File: config.mk
export PLATFORM = sky130hd
export DESIGN_NAME = dec_hazard_ctrl
export DESIGN_NICKNAME = d
export VERILOG_FILES = /design/src/rtl/dec_hazard_ctrl.sv
export SDC_FILE = /design/constraint.sdc
export NUM_CORES = 1
export LEC_CHECK = 0
export ABC_AREA = 1
export BUFFER_PORTS_ARGS = -buffer_cell sky130_fd_sc_hd__buf_2
export CORE_AREA = 8 8 208 160
export DETAILED_ROUTE_END_ITERATION = 7
export DIE_AREA = 0 0 216 168
export PLACE_DENSITY = 0.47
export SLEW_MARGIN = 20
export SYNTH_ARGS = -nofsm -noshare
export SYNTH_HDL_FRONTEND = slang
export SYNTH_SLANG_ARGS = --single-unit
File: constraint.sdc
create_clock -name clk -period 2.9 [get_ports clk]
set_clock_uncertainty 0.1 [all_clocks]
set_input_delay 0.58 -clock clk [delete_from_list [all_inputs] [get_ports clk]]
set_output_delay 0.58 -clock clk [all_outputs]
set_load 0.02 [all_outputs]
File: src/rtl/dec_hazard_ctrl.sv
// Decode-stage issue controller: per-register in-flight write scoreboard,
// RAW/WAW issue gating and a fixed-length flush sequencer after redirects.
module dec_hazard_ctrl #(
  parameter int REG_NUM      = 32,
  parameter int ADDR_W       = 5,
  parameter int CNT_W        = 2,
  parameter int FLUSH_CYCLES = 2
) (
  input  logic              clk,
  input  logic              rst,
  input  logic              enable,
  input  logic              dec_valid,
  input  logic              dec_rs1_used,
  input  logic [ADDR_W-1:0] dec_rs1_addr,
  input  logic              dec_rs2_used,
  input  logic [ADDR_W-1:0] dec_rs2_addr,
  input  logic              dec_rd_wen,
  input  logic [ADDR_W-1:0] dec_rd_addr,
  input  logic              wb_valid,
  input  logic [ADDR_W-1:0] wb_rd_addr,
  input  logic              redirect_req,
  output logic              issue_en,
  output logic              stall,
  output logic              flush,
  output logic              sb_busy,
  output logic              sb_err
);

  localparam logic [0:0]       ST_RUN   = 1'b0;
  localparam logic [0:0]       ST_FLUSH = 1'b1;
  localparam int               FCNT_W   = (FLUSH_CYCLES > 1) ? $clog2(FLUSH_CYCLES) : 1;
  localparam logic [CNT_W-1:0] CNT_MAX  = '1;
  localparam logic [CNT_W-1:0] CNT_ONE  = CNT_W'(1);
  localparam logic [FCNT_W-1:0] FCNT_RELOAD = FCNT_W'(FLUSH_CYCLES - 1);

  logic [CNT_W-1:0]  cnt_q [REG_NUM];
  logic [CNT_W-1:0]  cnt_d [REG_NUM];
  logic [0:0]        state_q, state_d;
  logic [FCNT_W-1:0] fcnt_q, fcnt_d;
  logic              flush_q, flush_d;
  logic              sb_busy_q, sb_busy_d;
  logic              sb_err_q, sb_err_d;

  logic [REG_NUM-1:0] inc_vec;
  logic [REG_NUM-1:0] dec_vec;
  logic [REG_NUM-1:0] err_vec;

  logic rs1_pend, rs2_pend, raw, waw;
  logic wb_hit_rd;

  // A writeback retiring the last in-flight write releases the reader in the same cycle.
  assign rs1_pend = (cnt_q[dec_rs1_addr] != '0) &
                    ~(wb_valid & (wb_rd_addr == dec_rs1_addr) & (cnt_q[dec_rs1_addr] == CNT_ONE));
  assign rs2_pend = (cnt_q[dec_rs2_addr] != '0) &
                    ~(wb_valid & (wb_rd_addr == dec_rs2_addr) & (cnt_q[dec_rs2_addr] == CNT_ONE));

  assign raw = (dec_rs1_used & (dec_rs1_addr != '0) & rs1_pend) |
               (dec_rs2_used & (dec_rs2_addr != '0) & rs2_pend);

  assign wb_hit_rd = wb_valid & (wb_rd_addr == dec_rd_addr);
  assign waw = dec_rd_wen & (dec_rd_addr != '0) & (cnt_q[dec_rd_addr] == CNT_MAX) & ~wb_hit_rd;

  assign issue_en = dec_valid & enable & ~raw & ~waw & (state_q == ST_RUN) & ~redirect_req;
  assign stall    = dec_valid & ~issue_en;

  genvar gi;
  generate
    for (gi = 0; gi < REG_NUM; gi++) begin : g_sb
      if (gi == 0) begin : g_zero
        assign inc_vec[gi] = 1'b0;
        assign dec_vec[gi] = 1'b0;
        assign err_vec[gi] = 1'b0;
      end else begin : g_reg
        assign inc_vec[gi] = issue_en & dec_rd_wen & (dec_rd_addr == ADDR_W'(gi));
        assign dec_vec[gi] = wb_valid & (wb_rd_addr == ADDR_W'(gi));
        assign err_vec[gi] = dec_vec[gi] & (cnt_q[gi] == '0);
      end
    end
  endgenerate

  always_comb begin
    sb_busy_d = 1'b0;
    for (int i = 0; i < REG_NUM; i++) begin
      cnt_d[i] = cnt_q[i];
      if (inc_vec[i] & ~dec_vec[i]) begin
        cnt_d[i] = cnt_q[i] + CNT_ONE;
      end else if (dec_vec[i] & ~inc_vec[i] & (cnt_q[i] != '0)) begin
        cnt_d[i] = cnt_q[i] - CNT_ONE;
      end
      sb_busy_d = sb_busy_d | (cnt_d[i] != '0);
    end
    sb_err_d = sb_err_q | (|err_vec);
  end

  always_comb begin
    state_d = state_q;
    fcnt_d  = fcnt_q;
    flush_d = flush_q;
    case (state_q)
      ST_RUN: begin
        if (redirect_req) begin
          state_d = ST_FLUSH;
          flush_d = 1'b1;
          fcnt_d  = FCNT_RELOAD;
        end
      end
      default: begin
        // A redirect while flushing restarts the window instead of stacking.
        if (redirect_req) begin
          fcnt_d = FCNT_RELOAD;
        end else if (fcnt_q == '0) begin
          state_d = ST_RUN;
          flush_d = 1'b0;
        end else begin
          fcnt_d = fcnt_q - FCNT_W'(1);
        end
      end
    endcase
  end

  always_ff @(posedge clk) begin
    if (rst) begin
      for (int i = 0; i < REG_NUM; i++) cnt_q[i] <= '0;
      state_q   <= ST_RUN;
      fcnt_q    <= '0;
      flush_q   <= 1'b0;
      sb_busy_q <= 1'b0;
      sb_err_q  <= 1'b0;
    end else begin
      for (int i = 0; i < REG_NUM; i++) cnt_q[i] <= cnt_d[i];
      state_q   <= state_d;
      fcnt_q    <= fcnt_d;
      flush_q   <= flush_d;
      sb_busy_q <= sb_busy_d;
      sb_err_q  <= sb_err_d;
    end
  end

  assign flush   = flush_q;
  assign sb_busy = sb_busy_q;
  assign sb_err  = sb_err_q;

endmodule
Yosys cells after proc, flatten, opt, wreduce, memory -nomap -nowiden
Memories as Yosys holds them, arrays and structs flattened. Cells that the tools add are included.

Bitwise gates (word level): 342. Reductions and logical operators: 102. Add/subtract/negate cells: 63. Eq/ne operators: 70. Mux-type cells: 108.

Operator list (count): AND 1 bit (207); two-way mux 2 bit (94); equality test 5 bit, second input constant (32); nonzero test 2 bit (66); equality test 5 x 4 -> 1 bit, second input constant (16); NOT 1 bit (70); bitwise OR 1 bit (65); adder 2 x 1 -> 2 bit, second input constant (31); logical NOT 2 bit (31); subtractor 2 x 1 -> 2 bit, second input constant (31); equality test 5 x 3 -> 1 bit, second input constant (8); OR reduction 31 bit (1); equality test 5 x 2 -> 1 bit, second input constant (4); equality test 5 bit (3); nonzero test 5 bit (3); two-way mux 1 bit (14); equality test 5 x 1 -> 1 bit, second input constant (2); equality test 2 x 1 -> 1 bit, second input constant (2); != test 2 bit, second input constant (2); AND reduction 3 bit (1); equality test 2 bit, second input constant (1); subtractor 1 bit, second input constant (1).

Memories: 1. Bits in writable memories: 64. Register bits: 5. Output and inout bits: 5. Logic and storage cells: 691.

Memories: cnt_q (depth 32, bits a word 2, rd ports 35, clocked after memory_dff 0, wr ports 32, line 36) `logic [CNT_W-1:0] cnt_q [REG_NUM];`.

Logic depth before layout (Yosys ltp)
Depth after elaboration: 51. Mapped depth: 28. Gate-level depth less buffers: 26.

Worst setup path after synthesis
No wires, ideal clock.

Path type: input port to flip-flop. Start point: input port dec_rd_addr[1]. End point: register sb_busy_q, in the netlist sb_busy. Slack: -0.063 ns. Required time: 2.668 ns. Path buffers: 3. Data arrival time: 2.731 ns. Cell stages on the path: 20. Cells stage by stage: clkbuf_2 clkbuf_1 o22ai_1 a21oi_1 nand3_1 nand2_1 inv_1 nand3_1 nand3_2 nor2_2 buf_2 nand4_1 nand3_1 nand2_1 nor2_1 nand3_1 nor2_1 nand2_1 nor2_1 a21oi_1.

Cells in the longest elaborated chain, start to end: 47. Elaborated cells on any way between the ends: 324. Classes of those cells: 33 x eq/ne; 62 x mux; 196 x bitwise; 32 x reduce/logical; 1 x memory.

RTL lines: start, declared (line 18) `input logic [ADDR_W-1:0] dec_rd_addr,`; memory read (32 x 2 bit), or another cell as far along; equality test 2 bit, or another cell as far along (line 61) `assign waw = dec_rd_wen & (dec_rd_addr != '0) & (cnt_q[dec_rd_addr] == CNT_MAX) & ~wb_hit_rd;`; AND 1 bit or NOT 1 bit (tied branches) (line 61); AND 1 bit * (line 61); NOT 1 bit * (line 63) `assign issue_en = dec_valid & enable & ~raw & ~waw & (state_q == ST_RUN) & ~redirect_req;`; AND 1 bit * (3 in a row) (line 63); via issue_en (line 22) `output logic issue_en,`; AND 1 bit * (line 74) `assign inc_vec[gi] = issue_en & dec_rd_wen & (dec_rd_addr == ADDR_W'(gi));`; AND 1 bit (line 74); NOT 1 bit (line 87) `end else if (dec_vec[i] & ~inc_vec[i] & (cnt_q[i] != '0)) begin`; AND 1 bit (2 in a row) (line 87); two-way mux 2 bit (line 87); two-way mux 2 bit (line 85) `if (inc_vec[i] & ~dec_vec[i]) begin`; nonzero test 2 bit (line 90) `sb_busy_d = sb_busy_d | (cnt_d[i] != '0);`; bitwise OR 1 bit (30 in a row) (line 90); bitwise OR 1 bit * (line 90); end signal, assigned (line 134) `sb_busy_q <= sb_busy_d;`; end, declared (line 41) `logic sb_busy_q, sb_busy_d;`.

Mark *: on every way through the listed nets, which the timed path passes. The rest lies on a longest branch. A chain may end at the register's enable or synchronous reset.

Worst setup path in the final report
Start point: input port dec_rs2_addr[1]. End point: register sb_busy_q, in the netlist sb_busy.

Cells in the longest elaborated chain, start to end: 51. Elaborated cells on any way between the ends: 297. Classes of those cells: 2 x eq/ne; 62 x mux; 199 x bitwise; 33 x reduce/logical; 1 x memory.

RTL lines: start, declared (line 16) `input logic [ADDR_W-1:0] dec_rs2_addr,`; memory read (32 x 2 bit) or equality test 5 bit (tied branches); equality test 2 x 1 -> 1 bit or AND 1 bit (tied branches) (line 55) `~(wb_valid & (wb_rd_addr == dec_rs2_addr) & (cnt_q[dec_rs2_addr] == CNT_ONE));`; AND 1 bit (line 55); NOT 1 bit (line 55); AND 1 bit (line 54) `assign rs2_pend = (cnt_q[dec_rs2_addr] != '0) &`; AND 1 bit * (line 58) `(dec_rs2_used & (dec_rs2_addr != '0) & rs2_pend);`; bitwise OR 1 bit * (line 57) `assign raw = (dec_rs1_used & (dec_rs1_addr != '0) & rs1_pend) |`; NOT 1 bit * (line 63); [5 not listed]; AND 1 bit (line 74); NOT 1 bit (line 87); AND 1 bit (2 in a row) (line 87); two-way mux 2 bit (line 87); two-way mux 2 bit (line 85); nonzero test 2 bit (line 90); bitwise OR 1 bit (30 in a row) (line 90); bitwise OR 1 bit * (line 90).

Every way passes the cells marked *; elsewhere a longest branch is shown, timed or not.

==> impl_metrics.yaml <==
setup_path:
  cp-end-kind: "register"
  cpMostUsedCell: "nand2_1"
  worst_path_max_delay_cell: "buf_12"
  worstPathMaxFanout: 8
  rrSetupSlack_ns: -0.36
  crit_end: "sb_busy$_SDFF_PP0_"
  crit_chain: "buf_6, clkinvlp_4, buf_12, nand3_1, nand3_1, nand3_2, nand3_2, nand3_2, nand2_1, nand2_2, nand3_4, nor2_4, buf_6, buf_8, nand4_1, nand2_1, nand2_1, nand2_2, nand4_1, buf_6, nor2_1, nand2_1, nor2_4, a21oi_2"
  path_buf_inv: 6
  cp-startpoint: "dec_rs2_addr[1]"
  worstPathRequired_ns: 3.02
  r2r_start: "cnt_q[3][0]$_SDFF_PP0_"
  worstSetupPathType: "input port to register"
  max_stage_delay_ns: 0.20
  r2r_cells: 24
  path_depth: 24
  crit_family: "simple AND/OR/NAND/NOR gates"
  crit_path_start_kind: "input port"
  worstPathArrival_ns: 3.54
  worst_r2r_endpoint: "sb_busy$_SDFF_PP0_"
sta:
  max_clock_freq_mhz: 293
  finalCriticalPeriod_ns: 3.42
  final.setup.worst_slack_ns: -0.517
  hold_viol: 0
  setup_violations: 13
  relSlewSlack_pct: 51.3
  period_share_pct: 118
  worstMarginPinSlew_ns: 0.730
  fin_setup_tns_ns: -1.60
  drv_slew: 0
  rsz0062_at_grt: "yes"
clocking:
  cts_tree: "built"
  cts_made_buffers: 9
  clk_path_buf_depth: 2
  htree_levels: 3
  clk_pin_slew_ns: 0.07
  clock-root-buffer: "clkbuf_16"
  insertion_delay_ns: 0.37
  cts.sinks: 67
global_routing:
  busiest_layer: "met2"
  grt_max_degree: 30
  antenna_found_initial: 0
  grt_pass1_vias: 10066
  grt_pass1_wl_mm: 59.2
  track_usage_pct: 21.1
  grtUsageMet2_pct: 30.2
  grt_overflow_total: 0
  grt_use_met3_pct: 6.88
  met1_usage_pct: 29.3
synth:
  synth_edf_count: 0
  synth.ff_latch_count: 67
  synth_top_cells_by_area: "nand2_1 (24%), dfxtp_1 (18%), nand3_1 (14%)"
  synthMostInstantiatedCell: "nand2_1"
  synth-seq-area-share_pct: 18.2
  synth_largest_area_cell: "nand2_1"
  synthArstFlopShare_pct: 0
  netlist_instances: 1387
  ys_types: 37
  syn_nets: 1447
  synth_common_cells: "nand2_1 (472), nand3_1 (208), nor2_1 (191), inv_1 (145), dfxtp_1 (67)"
  syn_area_um2: 7350
  yosysTopAreaCellShare_pct: 24.1
  ys.warnings.count: 0
  synth_ff_type: "dfxtp_1"
  syn-mean-instance-area_um2: 5.30
die:
  dieArea_um2: 36300
  die_y_um: 168
  start_util_pct: 24.6
  core-area_um2: 29900
  die_w_um: 216
  placementRows: 55
  ios: 34
cells_and_area:
  n_antenna_cell: 0
  layout.nets: 1834
  drive_gt1_share_pct: 33.7
  multiInputGateArea_um2: 5780
  fillCellCount: 3208
  syn2layout_area_growth_pct: 65.5
  post-route-util_pct: 40.7
  seq_area_um2: 1340
  fin_area_um2: 12200
placed_design:
  place.port_buffers: 33
  hpwl_mm: 31.0
  gp_congestion: 1.03
  placed_area_um2: 10600
  dp_slack_ns: -1.17
power:
  pwr_density_cell_nw_per_um2: 238
  peakVddDrop_mv: 0.311
  cellLeakagePower_uw: 0.00596
detailed_routing:
  via_per_inst: 5.04
  routed_wl_mm: 40.0
  vias: 10985
  drc: 0
  drt_first_pass_iters: 6
  postRouteAntennaNets: 0
  drt-initial-drc-count: 1180
  drt-wirelength-per-cell_um: 18.3
run_status:
  status: "complete, but fails checks"
  violations: "setup timing"
min_path:
  worst_hold_path_type: "register to register"
flow_run:
  drv_cap: 0
-- worst register-to-register path, delay by kind of cell (launching register included) --
family	cells	cell delay, ns
AOI/OAI and AO/OA	1	0.09
buffers and inverters	5	0.72
DFF	1	0.32
and+or+nand+nor	18	1.89
-- per-layer routing --
metal,wire (µm),share of wire (%)
met1,18100,45
met2,16100,40
met3,4420,11
met4,1310,3.3
met5,0,0
-- per-stage QoR --
stage	hold WS, ns	std cells	total power, µW
floorplan	0.359	1387	1230
global placement	0.402	2119	1570
detailed placement	0.419	2119	1570
CTS	0.429	2165	2870
global route	0.476	2178	3000
finish	0.423	2178	2900
-- final cells by class --
class                           instances  area share (%)
Clock buffer                           12            2.19
Clock inverter                          4           0.391
Inverter                              149            4.67
Multi-Input combinational cell       1116            47.5
Sequential cell                        67            11.0
Tap cell                              399            4.10
Timing Repair Buffer                  431            30.1
-- cells in the final DEF (no fill, tap or decap), drive strengths merged --
cell type	n
a2111oi	1
buf	430
xor2	1
inv	147
o21ai	44
clkinv	3
nor3b	1
o211ai	15
clkbuf	13
o22ai	5
a41oi	1
a32o	1
a211oi	2
a221o	1
bufinv	1
ha	31
nand4	61
o21bai	1
nand3	209
nor3	4
nand2	472
a21oi	66
clkinvlp	2
a32oi	1
nand3b	2
nor2	192
a311oi	1
dfxtp	67
a31oi	3
and3	1
-- flip-flops by register name, indices dropped and copies added (netlist names) --
name	cells
cnt_q	62
fcnt_q	1
flush	1
sb_busy	1
sb_err	1
state_q	1
-- logic make-up (layout without fill, tap and decap cells) --
logic type	count (synthesis)	in the layout	synth area share [%]
buffers and inverters	204	596	11.3
flip-flops	67	67	18.2
adder cells (fa/ha/maj)	31	31	5.28
XOR/XNOR	1	1	0.119
AO/OA/AOI/OAI	142	142	10.8
AND/OR/NAND/NOR	942	942	54.2
-- how the worst min path moves through the flow --
stage                                   start                  to  slack, ns  depth (start not counted)
after CTS                  flush$_SDFFE_PP0P_  flush$_SDFFE_PP0P_       0.43                          2
after global routing       flush$_SDFFE_PP0P_  flush$_SDFFE_PP0P_       0.48                          2
after detailed placement   flush$_SDFFE_PP0P_  flush$_SDFFE_PP0P_       0.42                          2
final                      flush$_SDFFE_PP0P_  flush$_SDFFE_PP0P_       0.42                          2
after global placement    fcnt_q$_SDFFE_PP0P_  state_q$_SDFF_PP0_       0.40                          2
after floorplan            state_q$_SDFF_PP0_  state_q$_SDFF_PP0_       0.36                          2
-- report_power, final --
part	total (µW)	switching, µW	internal (µW)	leakage [µW]
logic	747	439	308	0.00526
registers	931	4.09	927	0.000541
clock network	1220	489	733	0.000155
-- repair_timing --
| action | 4_1_cts | 5_1_grt |
|---|---|---|
| resized for setup | 112 | 131 |
| endpoints found under the setup margin | 30 | 57 |
| hold buffers | 0 | 0 |
| buffers inserted | 27 | 18 |
| cloned | 6 | 1 |
| pin swaps | 53 | 79 |
Power figures use the tool's default switching activity.
